`config.mk`:
```
export PLATFORM = sky130hd
export DESIGN_NAME = irq_controller
export DESIGN_NICKNAME = d
export VERILOG_FILES = /design/src/rtl/irq_controller.sv
export SDC_FILE = /design/constraint.sdc
export NUM_CORES = 1
export LEC_CHECK = 0
export CORE_MARGIN = 1.5
export CORE_UTILIZATION = 46
export CTS_CLUSTER_SIZE = 25
export DETAILED_ROUTE_END_ITERATION = 10
export PLACE_DENSITY = 0.89
export REMOVE_ABC_BUFFERS = 1
export SYNTH_ARGS = -nofsm -noshare
export SYNTH_HDL_FRONTEND = slang
export SYNTH_SLANG_ARGS = --single-unit
```
`constraint.sdc`:
```
create_clock -name clk -period 4 [get_ports clk]
set_clock_uncertainty 0.05 [all_clocks]
set_input_delay 1.2 -clock clk [delete_from_list [all_inputs] [get_ports clk]]
set_output_delay 1.2 -clock clk [all_outputs]
set_load 0.01 [all_outputs]
```
`src/rtl/irq_controller.sv`:
```
// Four-source edge-detecting interrupt controller with IE/PEND/POL/RAW registers in the IO window.
// Define IRQ_SYNC_EN to add a two-flop synchroniser per source (asynchronous src_in).
module irq_controller #(
    parameter logic [15:0] BASE_ADDR = 16'h1020,
    parameter int          NUM_SRC   = 4
) (
    input  logic               clk,
    input  logic               reset,
    input  logic [NUM_SRC-1:0] src_in,
    input  logic [15:0]        io_addr,
    input  logic [7:0]         io_wdata,
    input  logic               io_we,
    input  logic               io_re,
    output logic [7:0]         io_rdata,
    output logic [NUM_SRC-1:0] irq_out,
    input  logic [NUM_SRC-1:0] irq_clr
);
    localparam logic [1:0] OFF_IE   = 2'd0;
    localparam logic [1:0] OFF_PEND = 2'd1;
    localparam logic [1:0] OFF_POL  = 2'd2;
    localparam logic [1:0] OFF_RAW  = 2'd3;

    logic [NUM_SRC-1:0] r_ie;
    logic [NUM_SRC-1:0] r_pend;
    logic [NUM_SRC-1:0] r_pol;
    logic [NUM_SRC-1:0] r_irq;
    logic [7:0]         r_rdata;
    logic [NUM_SRC-1:0] r_prev;

    logic [NUM_SRC-1:0] w_s;
    logic [NUM_SRC-1:0] w_raw;
    logic [NUM_SRC-1:0] w_evt;
    logic [NUM_SRC-1:0] w_w1c;
    logic [NUM_SRC-1:0] w_rmux;
    logic [15:0]        w_off;
    logic [1:0]         w_sel;
    logic               w_hit;
    logic               w_wr;
    logic               w_rd;
    logic               w_unused;

`ifdef IRQ_SYNC_EN
    logic [NUM_SRC-1:0] r_sync_p0;
    logic [NUM_SRC-1:0] r_sync_p1;

    // Synchroniser stage boundary: src_in -> p0 -> p1 (never reset, keeps tracking)
    always_ff @(posedge clk) begin
        r_sync_p0 <= src_in;
        r_sync_p1 <= r_sync_p0;
    end

    assign w_s   = r_sync_p1;
    assign w_raw = r_sync_p1;
`else
    assign w_s   = src_in;
    assign w_raw = r_prev;
`endif

    // Previous-sample flop is unreset so a level held across reset is not seen as an edge
    always_ff @(posedge clk) begin
        r_prev <= w_s;
    end

    assign w_evt = (r_pol & r_prev & ~w_s) | (~r_pol & w_s & ~r_prev);

    assign w_off    = io_addr - BASE_ADDR;
    assign w_sel    = w_off[1:0];
    assign w_hit    = (w_off[15:2] == 14'd0);
    assign w_wr     = io_we & w_hit;
    assign w_rd     = io_re & w_hit;
    assign w_w1c    = (w_wr && (w_sel == OFF_PEND)) ? io_wdata[NUM_SRC-1:0] : '0;
    assign w_unused = ^io_wdata[7:NUM_SRC];

    always_comb begin
        w_rmux = '0;
        case (w_sel)
            OFF_IE:   w_rmux = r_ie;
            OFF_PEND: w_rmux = r_pend;
            OFF_POL:  w_rmux = r_pol;
            OFF_RAW:  w_rmux = w_raw;
            default:  w_rmux = '0;
        endcase
    end

    always_ff @(posedge clk) begin
        if (!reset) begin
            r_ie    <= '0;
            r_pend  <= '0;
            r_pol   <= '0;
            r_irq   <= '0;
            r_rdata <= '0;
        end else begin
            if (w_wr && (w_sel == OFF_IE))
                r_ie <= io_wdata[NUM_SRC-1:0];
            if (w_wr && (w_sel == OFF_POL))
                r_pol <= io_wdata[NUM_SRC-1:0];
            // A new event always wins over a same-cycle acknowledge or W1C
            r_pend <= w_evt | (r_pend & ~irq_clr & ~w_w1c);
            r_irq  <= r_pend & r_ie;
            if (w_rd)
                r_rdata <= {{(8-NUM_SRC){1'b0}}, w_rmux};
        end
    end

    assign io_rdata = r_rdata;
    assign irq_out  = r_irq;

endmodule

```
=== Yosys cells after proc, flatten, opt, wreduce, memory -nomap -nowiden ===
Index checks and enable logic that the tools add are counted.

* Bits in registers: 24
* Word-level logic and storage cells: 33

* Reductions and logical operators: 5
* Mux-type cells: 2
* Equality and inequality tests: 3
* Bitwise logic cells: 16
* Add/sub/neg operators: 1

{| class="wikitable"
|+ Operators with widths
! kind !! count
|-
| 4-bit bitwise AND || 7
|-
| 4-bit inverter || 5
|-
| 4-bit case mux with 4 select lines || 1
|-
| 16-bit by 13-bit subtractor with 16-bit output (second input constant) || 1
|-
| 14-bit logical NOT || 1
|-
| 4-bit bitwise OR || 2
|-
| 2-bit equality test (second input constant) || 2
|-
| 4-bit 2-to-1 mux || 1
|-
| 1-bit logical AND || 3
|-
| 1-bit bitwise AND || 2
|-
| 2-bit by 1-bit equality test with 1-bit output (second input constant) || 1
|-
| 2-bit logical NOT || 1
|}

=== Longest topological paths before layout ===
* Word-level depth: 8
* Gate-level depth with buffers: 7
* Mapped depth without buffers: 7

=== Worst setup path after synthesis ===
No wires, ideal clock.

* Path type: input to register
* From: input port io_addr[5]
* To: register r_pend[2]
* Data required time: 3.825 ns
* Setup slack: 0.859 ns
* Stages on the path: 7
* Path buffers: 0
* Arrival: 2.966 ns
* Cells stage by stage: inv_1 -> ha_1 -> or4b_1 -> or3_4 -> nor4_4 -> and4_1 -> a31oi_1

* Longest elaborated chain between the ends: 8

{| class="wikitable"
|+ Ends and longest elaborated chain
! what !! RTL line !! source
|-
| from (decl) || 10 || <nowiki>input logic [15:0] io_addr,</nowiki>
|-
| 16-bit by 13-bit subtractor with 16-bit output || 66 || <nowiki>assign w_off = io_addr - BASE_ADDR;</nowiki>
|-
| 14-bit logical NOT || 68 || <nowiki>assign w_hit = (w_off[15:2] == 14'd0);</nowiki>
|-
| 1-bit bitwise AND || 69 || <nowiki>assign w_wr = io_we & w_hit;</nowiki>
|-
| 1-bit logical AND || 71 || <nowiki>assign w_w1c = (w_wr && (w_sel == OFF_PEND)) ? io_wdata[NUM_SRC-1:0] : '0;</nowiki>
|-
| 4-bit 2-to-1 mux || 71 ||
|-
| 4-bit inverter || 98 || <nowiki>r_pend <= w_evt | (r_pend & ~irq_clr & ~w_w1c);</nowiki>
|-
| 4-bit bitwise AND || 98 ||
|-
| 4-bit bitwise OR || 98 ||
|-
| to (signal assigned) || 98 ||
|-
| to (decl) || 24 || <nowiki>logic [NUM_SRC-1:0] r_pend;</nowiki>
|}

No other way between the ends.
A chain may end at the register's enable or synchronous reset.

=== Worst setup path in the final report ===
Ends and elaborated chain as after synthesis.

==> results <==
-- cell usage after synthesis (all sizes together) --
cell type	number
a21bo	4
a21oi	4
a31oi	4
and3	4
and3b	2
and4	1
buf	4
clkbuf	4
conb	1
dfxtp	24
ha	1
inv	3
mux2i	12
mux4	4
nand2	25
nand2b	4
nand4	3
nor2	8
nor3b	1
nor4	1
o21ai	2
o311ai	1
o31a	1
o32ai	1
or2	1
or3	1
or3b	1
or4	2
or4b	2
xnor2	1
xor2	1
-- worst max-delay path by stage --
stage | from | to | slack [ns] | cells past startpoint
floorplan | io_addr[5] | r_pend[2] | 0.86 | 7
global placement | io_addr[5] | r_pend[3] | 0.18 | 8
detailed placement | io_addr[5] | r_pend[1] | 0.12 | 8
CTS | io_addr[5] | r_pend[0] | 0.45 | 8
global route | io_addr[5] | r_pend[1] | 0.32 | 8
finish | io_addr[5] | r_pend[2] | 0.43 | 8
-- power breakdown --
part | internal (mW) | switching, mW | total, mW
sequential | 0.243 | 0.00322 | 0.247
clock | 0.101 | 0.0728 | 0.174
combinational | 0.0420 | 0.0285 | 0.0705
-- critical path, cell delays in order --
cell	delay, ns
clkdlybuf4s50_1	0.51
inv_1	0.07
ha_1	0.27
or4b_1	0.43
or3_4	0.35
nor4_4	0.39
and4_1	0.39
a31oi_1	0.11
-- final cells by class --
cell class                      count  area [µm²]  share of cell area
Tap cell                           30        37.5              0.0223
Clock buffer                        3        22.5              0.0134
Inverter                            3        11.3             0.00669
Sequential cell                    24         480               0.285
Clock inverter                      1        30.0              0.0178
Multi-Input combinational cell     96         712               0.423
Timing Repair Buffer               39         390               0.232
-- kinds of logic after synthesis --
family / Yosys count / synth area share
AO/OA/AOI/OAI: 17 / 0.101
buffers and inverters: 11 / 0.0455
XOR/XNOR: 2 / 0.0142
multiplexers: 16 / 0.170
other: 1 / 0.00303
flip-flops: 24 / 0.388
adder cells (fa/ha/maj): 1 / 0.0101
AND/OR/NAND/NOR: 56 / 0.268
-- stage by stage --
stage          setup slack, ns  power (mW)  hold WS [ns]  cell area, µm²
2_1_floorplan            0.859       0.278         0.394            1200
3_3_place_gp             0.175       0.319         0.398            1630
3_5_place_dp             0.125       0.322         0.412            1630
4_1_cts                  0.455       0.492         0.430            1680
5_1_grt                  0.321       0.510         0.438            1680
6_report                 0.428       0.491         0.424            1680
-- routing by layer --
layer | vias up | global-route usage | part of all wire
met2 | 26 | 0.335 | 0.52
met3 | 4 | 0.0273 | 0.040
met5 | - | 0 | 0
met1 | 493 | 0.240 | 0.42
met4 | 0 | 0.0792 | 0.014
li1 | 527 | - | -
-- state kept, by name (all words and copies together) (netlist names) --
register / flops
r_pend: 4
r_pol: 4
r_ie: 4
irq_out: 4
io_rdata: 4
r_prev: 4
==> impl_metrics.toml <==
[sta]
min_period_over_period = 0.893
final.setup.tns_ns = 0
final_hold_viol_count = 0
maxSlewHeadroom = 0.430
clock.fmax_ghz = 0.280
fin_crit_ns = 3.57
rsz0062_at_grt = "false"
tightestPinTransition_ns = 0.852
setup_viol = 0
drv_slew = 0

[synth]
synth_top_area_frac = 0.388
synth_area_um2 = 1240
synth_cell_types = 33
synth_seq_cells = 24
yosysWarnings = 0
netlist_top_cells_area = "dfxtp_1, mux2i_1, nand2_1, mux4_2, a21bo_2"
syn_inst = 128
synth_top_area_cell = "dfxtp_1"
syn_area_per_cell_um2 = 9.67
ys_seq_area_frac = 0.388

[placement]
dp.cells = 192
place_congestion = 0.758
port_buffers = 39
detailed_place_hpwl_um = 2100

[run]
max_cap_viol_count = 0

[cells_and_area]
fillers = 218
syn_to_final_growth_pct = 36.1
diodes = 0
layout-drive-gt1-share = 0.127
final_cell_mix = "clkdlybuf4s50_1, nand2_1, dfxtp_1, mux2i_1, nor2_1"
layout.nets = 204
stdcell_count = 196
post-route-util = 0.668
final_common_cell = "clkdlybuf4s50_1"

[detailed_routing]
initialDrtViolationCount = 13
drcViolationCount = 0
drtPass1Iterations = 4
drt_wl_total_um = 2650
post_drt_wl_per_cell_um = 13.5
dr_total_vias = 1050
vias_per_cell = 5.36
ant_nets = 0

[worst_hold_path]
holdPathStages = 2
holdPathEnd = "io_rdata[1]"
hp-start = "io_rdata[1]"
hold_class = "register to register"

[grt]
grt_pass1_vias = 996
antenna_found_initial = 0
overflow = 0
grt_usage = 0.194
grt_max_degree = 29
grt_pass1_wl_um = 4160

[cts]
cts_resized = 0
clk_latency_ns = 0.31
post_cts_buffers = 0
clkTransAtPathRegs_ns = 0.14
cts.path.max_buffers = 2
cts_buffers = 3
clock_sinks = 24
cts_tree = "done"
cts_hold_buf = 0
ctsHtreeMaxLevel = 1
cts_root_buffer = "clkbuf_4"

[power]
ir_worst_vdd_mv = 0.199
p_per_area_nw_per_um2 = 292
leakage_nw = 0.732

[critical_path]
path_max_fanout = 4
endpoint_kind = "register"
crit_required_ns = 4.15
rrSetupSlack_ns = 2.85
critPathArrivalTime_ns = 3.72
reg2regPathDepth = 3
crit_type = "input pin to register"
reg2reg_to = "io_rdata[2]"
critPathLaunchType = "input pin"
r2r_start = "r_pol[2]"

[status]
status = "complete, no violations"

[floorplanning]
die_area_um2 = 3010
chipHeight_um = 54.9
coreArea_um2 = 2520
start_util = 0.491
die_w_um = 54.9
top_level_ports = 48
row_count = 18
(Power assumes the default switching activity.)
